`src/rtl/bus_initiator_pkg.sv`:
```
// Shared definitions for the memory-mapped bus initiator: response codes,
// FSM state encoding and the stall-counter width helper.
package bus_initiator_pkg;

    localparam logic [1:0] RESP_OKAY   = 2'b00;
    localparam logic [1:0] RESP_SLVERR = 2'b10;
    localparam logic [1:0] RESP_DECERR = 2'b11;

    typedef enum logic [1:0] {
        ST_IDLE = 2'd0,
        ST_BUS  = 2'd1,
        ST_RESP = 2'd2
    } state_e;

    // Bits needed to count up to limit, never less than one.
    function automatic int cnt_width(input int unsigned limit);
        return (limit < 2) ? 1 : $clog2(limit + 1);
    endfunction

endpackage

```
`src/rtl/bus_initiator.sv`:
```
// Single-transfer memory-mapped bus initiator: accepts one command, runs it on
// the bus with an optional stall timeout, and holds the result until consumed.
module bus_initiator
    import bus_initiator_pkg::*;
#(
    parameter int unsigned TIMEOUT_CYCLES = 256
) (
    input  logic        clk,
    input  logic        rst_n,
    input  logic        cmd_valid,
    output logic        cmd_ready,
    input  logic        cmd_write,
    input  logic [31:0] cmd_addr,
    input  logic [31:0] cmd_wdata,
    input  logic [3:0]  cmd_be,
    output logic        rsp_valid,
    input  logic        rsp_ready,
    output logic [31:0] rsp_rdata,
    output logic [1:0]  rsp_status,
    output logic        rsp_timeout,
    output logic [31:0] bus_addr,
    output logic        bus_read,
    output logic        bus_write,
    output logic [31:0] bus_writedata,
    output logic [3:0]  bus_byteenable,
    input  logic [31:0] bus_readdata,
    input  logic [1:0]  bus_response,
    input  logic        bus_waitrequest,
    output state_e      dbg_state
);

    localparam int CW = cnt_width(TIMEOUT_CYCLES);
    localparam bit TMO_EN = (TIMEOUT_CYCLES != 0);
    // Value of the stall counter during the cycle that would hit the limit.
    localparam logic [CW-1:0] LAST_STALL =
        CW'((TIMEOUT_CYCLES == 0) ? 0 : TIMEOUT_CYCLES - 1);

    // Handshakes: a beat transfers on the rising edge where valid & ready are
    // both high; valid never waits on ready and the payload is held while valid.
    state_e         state_q, state_d;
    logic           write_q;
    logic [31:0]    addr_q, wdata_q, rdata_q;
    logic [3:0]     be_q;
    logic [1:0]     status_q;
    logic           timeout_q;
    logic [CW-1:0]  stall_q;
    logic           accept, complete, expire;

    always_ff @(posedge clk or negedge rst_n) begin
        if (!rst_n) begin
            state_q <= ST_IDLE;
        end else begin
            state_q <= state_d;
        end
    end

    always_comb begin
        state_d   = state_q;
        cmd_ready = 1'b0;
        bus_read  = 1'b0;
        bus_write = 1'b0;
        rsp_valid = 1'b0;
        accept    = 1'b0;
        complete  = 1'b0;
        expire    = 1'b0;
        case (state_q)
            ST_IDLE: begin
                cmd_ready = rst_n;
                if (cmd_valid) begin
                    accept  = 1'b1;
                    state_d = ST_BUS;
                end
            end
            ST_BUS: begin
                bus_read  = !write_q;
                bus_write = write_q;
                // Completion takes priority over a timeout landing in the same cycle.
                if (!bus_waitrequest) begin
                    complete = 1'b1;
                    state_d  = ST_RESP;
                end else if (TMO_EN && (stall_q == LAST_STALL)) begin
                    expire  = 1'b1;
                    state_d = ST_RESP;
                end
            end
            ST_RESP: begin
                rsp_valid = 1'b1;
                if (rsp_ready) begin
                    state_d = ST_IDLE;
                end
            end
            default: state_d = ST_IDLE;
        endcase
    end

    always_ff @(posedge clk or negedge rst_n) begin
        if (!rst_n) begin
            write_q   <= 1'b0;
            addr_q    <= '0;
            wdata_q   <= '0;
            be_q      <= '0;
            stall_q   <= '0;
            rdata_q   <= '0;
            status_q  <= RESP_OKAY;
            timeout_q <= 1'b0;
        end else begin
            if (accept) begin
                write_q <= cmd_write;
                addr_q  <= cmd_addr;
                wdata_q <= cmd_wdata;
                be_q    <= cmd_be;
                stall_q <= '0;
            end else if (state_q == ST_BUS && bus_waitrequest && TMO_EN && !expire) begin
                stall_q <= stall_q + CW'(1);
            end
            if (complete) begin
                rdata_q   <= write_q ? 32'h0 : bus_readdata;
                status_q  <= bus_response;
                timeout_q <= 1'b0;
            end else if (expire) begin
                rdata_q   <= 32'h0;
                status_q  <= RESP_DECERR;
                timeout_q <= 1'b1;
            end
        end
    end

    assign bus_addr       = addr_q;
    assign bus_writedata  = wdata_q;
    assign bus_byteenable = be_q;
    assign rsp_rdata      = rdata_q;
    assign rsp_status     = status_q;
    assign rsp_timeout    = timeout_q;
    assign dbg_state      = state_q;

endmodule

```
`config.mk`:
```
export PLATFORM = sky130hd
export DESIGN_NAME = bus_initiator
export DESIGN_NICKNAME = d
export VERILOG_FILES = /design/src/rtl/bus_initiator_pkg.sv /design/src/rtl/bus_initiator.sv
export SDC_FILE = /design/constraint.sdc
export NUM_CORES = 1
export LEC_CHECK = 0
export ABC_AREA = 0
export CORE_MARGIN = 2
export CORE_UTILIZATION = 43
export DETAILED_ROUTE_END_ITERATION = 8
export PLACE_DENSITY_LB_ADDON = 0.3
export SYNTH_ARGS = -nofsm -noshare
export SYNTH_HDL_FRONTEND = slang
export SYNTH_SLANG_ARGS = --single-unit
export TNS_END_PERCENT = 1
```
`constraint.sdc`:
```
create_clock -name clk -period 4.1 [get_ports clk]
set_input_delay 1.025 -clock clk [delete_from_list [all_inputs] [get_ports clk]]
set_output_delay 1.025 -clock clk [all_outputs]
set_load 0.01 [all_outputs]
```
==> results.json, run 1 <==
{
  "drt_iter0_drc": 180,
  "grt.total_usage_pct": 24.0,
  "synthCells": 436,
  "diodes": 0,
  "outcome": "finished clean",
  "slew_headroom_pct": 41.7,
  "drive_gt1_share_pct": 6.02,
  "synth.most_common_cell": "nand2_1",
  "fin_skew_ns": 0.00743,
  "pwr-share-seq_pct": 35.1,
  "r2r_setup_slack_ns": 1.53,
  "cp-end-kind": "output port",
  "path_cells": "nor2b_1 -> and2_1 -> clkdlybuf4s50_1",
  "ctsHoldBuffers": 0,
  "area_growth_pct": 64.4,
  "p_sw_w": 0.00178,
  "slew_viol_final": 0,
  "boundaryPins": 217,
  "vias": 3886,
  "synth_warnings": 0,
  "clk_pin_slew_ns": 0.05,
  "cts_buffers": 17,
  "routed_wl_um": 12500,
  "drtPass1Iterations": 4,
  "grt_pass1_vias": 4011,
  "maxCapViolations": 0,
  "htreeDepth": 4,
  "timing.fmax_mhz": 332,
  "hold_path_class": "flop to flop",
  "netSwitchingFraction_pct": 32.6,
  "netlist.top_cell.by_area": "dfrtp_1",
  "synth_edf_count": 0,
  "crit_type": "flop to output port",
  "seq_area_frac_synth_pct": 65.7,
  "placed_area_mm2": 0.00665,
  "final_area_mm2": 0.00720,
  "avgViaCountPerCell": 4.87,
  "cts_resized": 0,
  "cts-root-buf": "clkbuf_8",
  "grt_max_degree": 76,
  "tightest_slew_ns": 0.874,
  "startpoint_type": "flop",
  "wl_per_cell_um": 15.7,
  "post_cts_buffers": 0,
  "cpPeakStageDelay_ns": 0.56,
  "core_area_mm2": 0.00982,
  "p_clk_share_pct": 24.7,
  "p_leak_nw": 3.39,
  "worstPathMaxFanout": 8,
  "route.detailed.drc": 0,
  "rsz0062_at_grt": "no",
  "insertion_delay_ns": 0.48,
  "ir_drop_v": 0.000399,
  "synth_top_flop_cell": "dfrtp_1",
  "p_per_area_mw_per_mm2": 759,
  "finalSetupViolCount": 0,
  "grt_pass1_wl_um": 20600,
  "arrival_ns": 1.99,
  "synth_cell_types": 24,
  "post-dp-hpwl_um": 8690,
  "antenna_found_initial": 0,
  "synth_area_leaders": "dfrtp_1, nand2_1, a22o_1",
  "synth_top_area_share_pct": 65.7,
  "grt_overflow": 0,
  "clock-sinks": 115,
  "die_w_um": 105,
  "ys_ff_latch": 115,
  "hold_viol_final": 0,
  "fp.dieH_um": 105,
  "ant_nets": 0,
  "avgSynthCellArea_um2": 10.0,
  "p_int_w": 0.00368,
  "syn_nets": 546,
  "row_count": 36,
  "finalCriticalPeriod_ns": 3.02,
  "cp.required_ns": 3.07,
  "yosys-top-cells-count": "nand2_1, dfrtp_1, a22o_1",
  "nNetsFinal": 763,
  "cts_tree": "done",
  "syn-cell-area_mm2": 0.00438,
  "finalCritPeriodShare_pct": 73.5,
  "gp_congestion": 0.754,
  "finalSetupTns_ns": 0,
  "dieArea_mm2": 0.0110,
  "start_util_pct": 44.6,
  "cp_slowest_cell": "clkdlybuf4s50_1",
  "async_flop_share_pct": 100,
  "comb_power_share_pct": 40.2,
  "io_buffers": 216,
  "cts_max_path_buffers": 2
}
## power by group through the flow
stage,clock [W],combinational [W],sequential (W)
after floorplan,0,0.000706,0.00211
after global placement,0,0.00215,0.00190
after detailed placement,0,0.00221,0.00192
after CTS,0.00138,0.00223,0.00192
after global routing,0.00145,0.00239,0.00197
final,0.00135,0.00220,0.00192
## registers in the layout, indices dropped and copies added, names as in the netlist
name,count
bus_addr,32
bus_writedata,32
rsp_rdata,32
stall_q,9
bus_byteenable,4
dbg_state,2
rsp_status,2
rsp_timeout,1
write_q,1
## layout by cell type, fill, tap and decap left out, types with 3 or more instances in the layout
cell and count:
or4_1 3, dfrtp_1 115, buf_4 7, a22o_1 32, o31ai_1 3, clkdlybuf4s50_1 215
a21oi_1 10, nand2_1 210, or3_1 3, o21ai_0 6, clkinv_2 6, inv_1 7
clkinvlp_4 3, nand3_1 4, clkbuf_16 16
## metal layers
metal	routed length [um]	vias up	GRT usage, %
met2	5940	176	37.7
met3	1150	8	9.54
met5	0	-	0
li1	-	1845	-
met1	5310	1857	30.3
met4	136	0	8.00
## per-stage QoR
stage	std cells	utilization (%)	setup WS [ns]	hold WS (ns)	power, W
3_3_place_gp	767	67.7	1.12	0.458	0.00405
6_report	798	73.3	1.08	0.471	0.00546
4_1_cts	798	73.3	1.05	0.476	0.00553
3_5_place_dp	767	67.7	1.06	0.462	0.00413
2_1_floorplan	436	-	1.74	0.476	0.00281
5_1_grt	798	73.3	0.970	0.496	0.00581
## cell type report
class	instances	area (um2)
well taps	133	166
clock inverters	11	113
multi-input cells	290	1380
fillers	720	2620
flip-flops and latches	115	2880
repair buffers	222	2200
clock buffers	20	435
inverters	7	26.3
## worst paths after layout
check / from / endpoint / depth (start not counted)
setup / recovery: dbg_state[0] / bus_write / 3
hold / removal: bus_writedata[19] / bus_writedata[19] / 2
setup reg to reg: stall_q[0] / stall_q[5] / 7
hold reg to reg: bus_writedata[19] / bus_writedata[19] / 2
max in group asynchronous: rst_n / bus_addr[22] / 3
min in group asynchronous: rst_n / bus_addr[14] / 2
## worst max-delay path, delay by kind of cell (launching register included)
family | cells | cell delay, ns
AND/OR/NAND/NOR | 2 | 0.47
buffers and inverters | 1 | 0.56
flip-flops | 1 | 0.47
## cells by family after synthesis
logic type               count (synthesis)  share of synthesized area (%)
AND/OR/NAND/NOR                        235                           21.6
AO/OA/AOI/OAI                           53                           9.00
buffers and inverters                   31                           3.14
adder cells (fa/ha/maj)                  2                          0.571
flip-flops                             115                           65.7
Note: power is estimated with default switching activity, not from simulation.
==> inputs of run 2 (changes only) <==
--- a/config.mk
+++ b/config.mk
@@ -7,7 +7,7 @@
 export LEC_CHECK = 0
 export ABC_AREA = 0
 export CORE_MARGIN = 2
-export CORE_UTILIZATION = 43
+export CORE_UTILIZATION = 36
 export DETAILED_ROUTE_END_ITERATION = 8
 export PLACE_DENSITY_LB_ADDON = 0.3
 export SYNTH_ARGS = -nofsm -noshare
==> constraint.sdc (replaced) <==
create_clock -name clk -period 2.5 [get_ports clk]
set_input_delay 0.625 -clock clk [delete_from_list [all_inputs] [get_ports clk]]
set_output_delay 0.625 -clock clk [all_outputs]
set_load 0.01 [all_outputs]
==> results.json, run 2 (synthesis results as in run 1) <==
{
  "grt_overflow": 0,
  "row_count": 40,
  "start_util_pct": 36.6,
  "grt_max_degree": 76,
  "htreeDepth": 4,
  "multiInputGateArea_mm2": 0.00139,
  "grt_pass1_vias": 3999,
  "finalCritPeriodShare_pct": 96.1,
  "cts_max_path_buffers": 2,
  "p_leak_nw": 3.43,
  "finalCriticalPeriod_ns": 2.40,
  "wl_per_cell_um": 14.9,
  "avgViaCountPerCell": 4.78,
  "finalSetupViolCount": 0,
  "post-dp-hpwl_um": 8430,
  "io_buffers": 216,
  "cp.required_ns": 1.88,
  "post_cts_buffers": 0,
  "cts-root-buf": "clkbuf_16",
  "p_int_w": 0.00616,
  "boundaryPins": 217,
  "clock-sinks": 115,
  "slew_viol_final": 0,
  "crit_type": "flop to output port",
  "placed_area_mm2": 0.00672,
  "pwr-share-seq_pct": 34.4,
  "maxCapViolations": 0,
  "timing.fmax_mhz": 416,
  "fin_skew_ns": 0.00544,
  "grt.total_usage_pct": 19.2,
  "finalSetupTns_ns": 0,
  "core_area_mm2": 0.0120,
  "antenna_found_initial": 0,
  "dp_cells": 784,
  "ant_nets": 0,
  "cts_tree": "done",
  "diodes": 0,
  "regArea_mm2": 0.00288,
  "cts_buffers": 17,
  "hold_path_class": "input port to asynchronous set/reset pin",
  "area_growth_pct": 66.5,
  "fillerInstances": 995,
  "startpoint_type": "flop",
  "nNetsFinal": 766,
  "mostFrequentLayoutCells": "clkdlybuf4s50_1, nand2_1, dfrtp_1",
  "drtPass1Iterations": 4,
  "outcome": "finished clean",
  "reg2reg_from": "stall_q[0]",
  "gp_congestion": 0.767,
  "routed_wl_um": 12100,
  "vias": 3894,
  "worstPathMaxFanout": 8,
  "fp.dieH_um": 114,
  "route.detailed.drc": 0,
  "hold_viol_final": 0,
  "insertion_delay_ns": 0.40,
  "ctsHoldBuffers": 0,
  "comb_power_share_pct": 40.3,
  "grt_pass1_wl_um": 19400,
  "arrival_ns": 1.78,
  "worstSetupStartpoint": "dbg_state[1]",
  "drive_gt1_share_pct": 6.89,
  "netSwitchingFraction_pct": 32.1,
  "cp-end-kind": "output port",
  "dieArea_mm2": 0.0131,
  "cts_resized": 3,
  "rsz0062_at_grt": "no",
  "drt_iter0_drc": 181,
  "final_cells": 815,
  "final_area_mm2": 0.00729,
  "p_per_area_mw_per_mm2": 1240,
  "slew_headroom_pct": 51.3,
  "clk_pin_slew_ns": 0.05,
  "p_clk_share_pct": 25.3,
  "ir_drop_v": 0.000551,
  "p_sw_w": 0.00291,
  "final_common_cell": "clkdlybuf4s50_1",
  "tightest_slew_ns": 0.731,
  "die_w_um": 114
}
## run 2: power groups by stage
| stage | Combinational [W] | Clock (W) | Sequential [W] |
|---|---|---|---|
| 3_3_place_gp | 0.00363 | 0 | 0.00309 |
| 3_5_place_dp | 0.00368 | 0 | 0.00313 |
| 5_1_grt | 0.00400 | 0.00245 | 0.00322 |
| 2_1_floorplan | 0.00116 | 0 | 0.00345 |
| 4_1_cts | 0.00371 | 0.00236 | 0.00312 |
| 6_report | 0.00365 | 0.00230 | 0.00312 |
## run 2: cell type report
type,count,area share (%)
repair buffers,225,30.9
clock buffers,20,6.26
clock inverters,11,1.53
inverters,7,0.360
well taps,147,2.52
flip-flops and latches,115,39.5
multi-input cells,290,19.0
## run 2: critical path, stage by stage, from the launching register on
cell and delay (ns):
dfrtp_1 0.50, nor2b_4 0.20, and2_1 0.14, clkdlybuf4s50_1 0.54
## run 2: layer usage
layer,GRT usage (%),routed length [um],share of wire (%)
met1,24.0,5330,44
met2,29.8,5510,45
met3,7.46,1090,8.9
met4,7.97,215,1.8
met5,0,0,0
## run 2: path summary, 6_finish.rpt
check | slack, ns | cells after the start | to
max | 0.1 | 3 | bus_write
min | 0.37 | 2 | dbg_state[1]
max reg2reg | 0.34 | 8 | stall_q[6]
min reg2reg | 0.47 | 2 | bus_addr[5]
max in group asynchronous | 0.90 | 3 | bus_writedata[15]
min in group clk | 0.47 | 2 | bus_addr[5]
## run 2: through the flow
stage                     hold WS, ns  total power [W]  util (%)  setup WS [ns]
after floorplan                 0.329          0.00461         -          0.499
after global placement          0.457          0.00672      56.2          0.291
after detailed placement        0.461          0.00681      56.2          0.261
after CTS                       0.383          0.00919      60.9         0.0301
after global routing            0.426          0.00967      61.0         0.0346
final                           0.372          0.00907      61.0         0.0966
==> inputs of run 3 (changes only) <==
--- a/config.mk
+++ b/config.mk
@@ -9,7 +9,9 @@
 export CORE_MARGIN = 2
 export CORE_UTILIZATION = 36
 export DETAILED_ROUTE_END_ITERATION = 8
+export HOLD_SLACK_MARGIN = 0.03
 export PLACE_DENSITY_LB_ADDON = 0.3
+export SLEW_MARGIN = 20
 export SYNTH_ARGS = -nofsm -noshare
 export SYNTH_HDL_FRONTEND = slang
 export SYNTH_SLANG_ARGS = --single-unit
==> results of run 3 <==
Same layout as run 2: the final DEF is identical, and so are final timing and power.
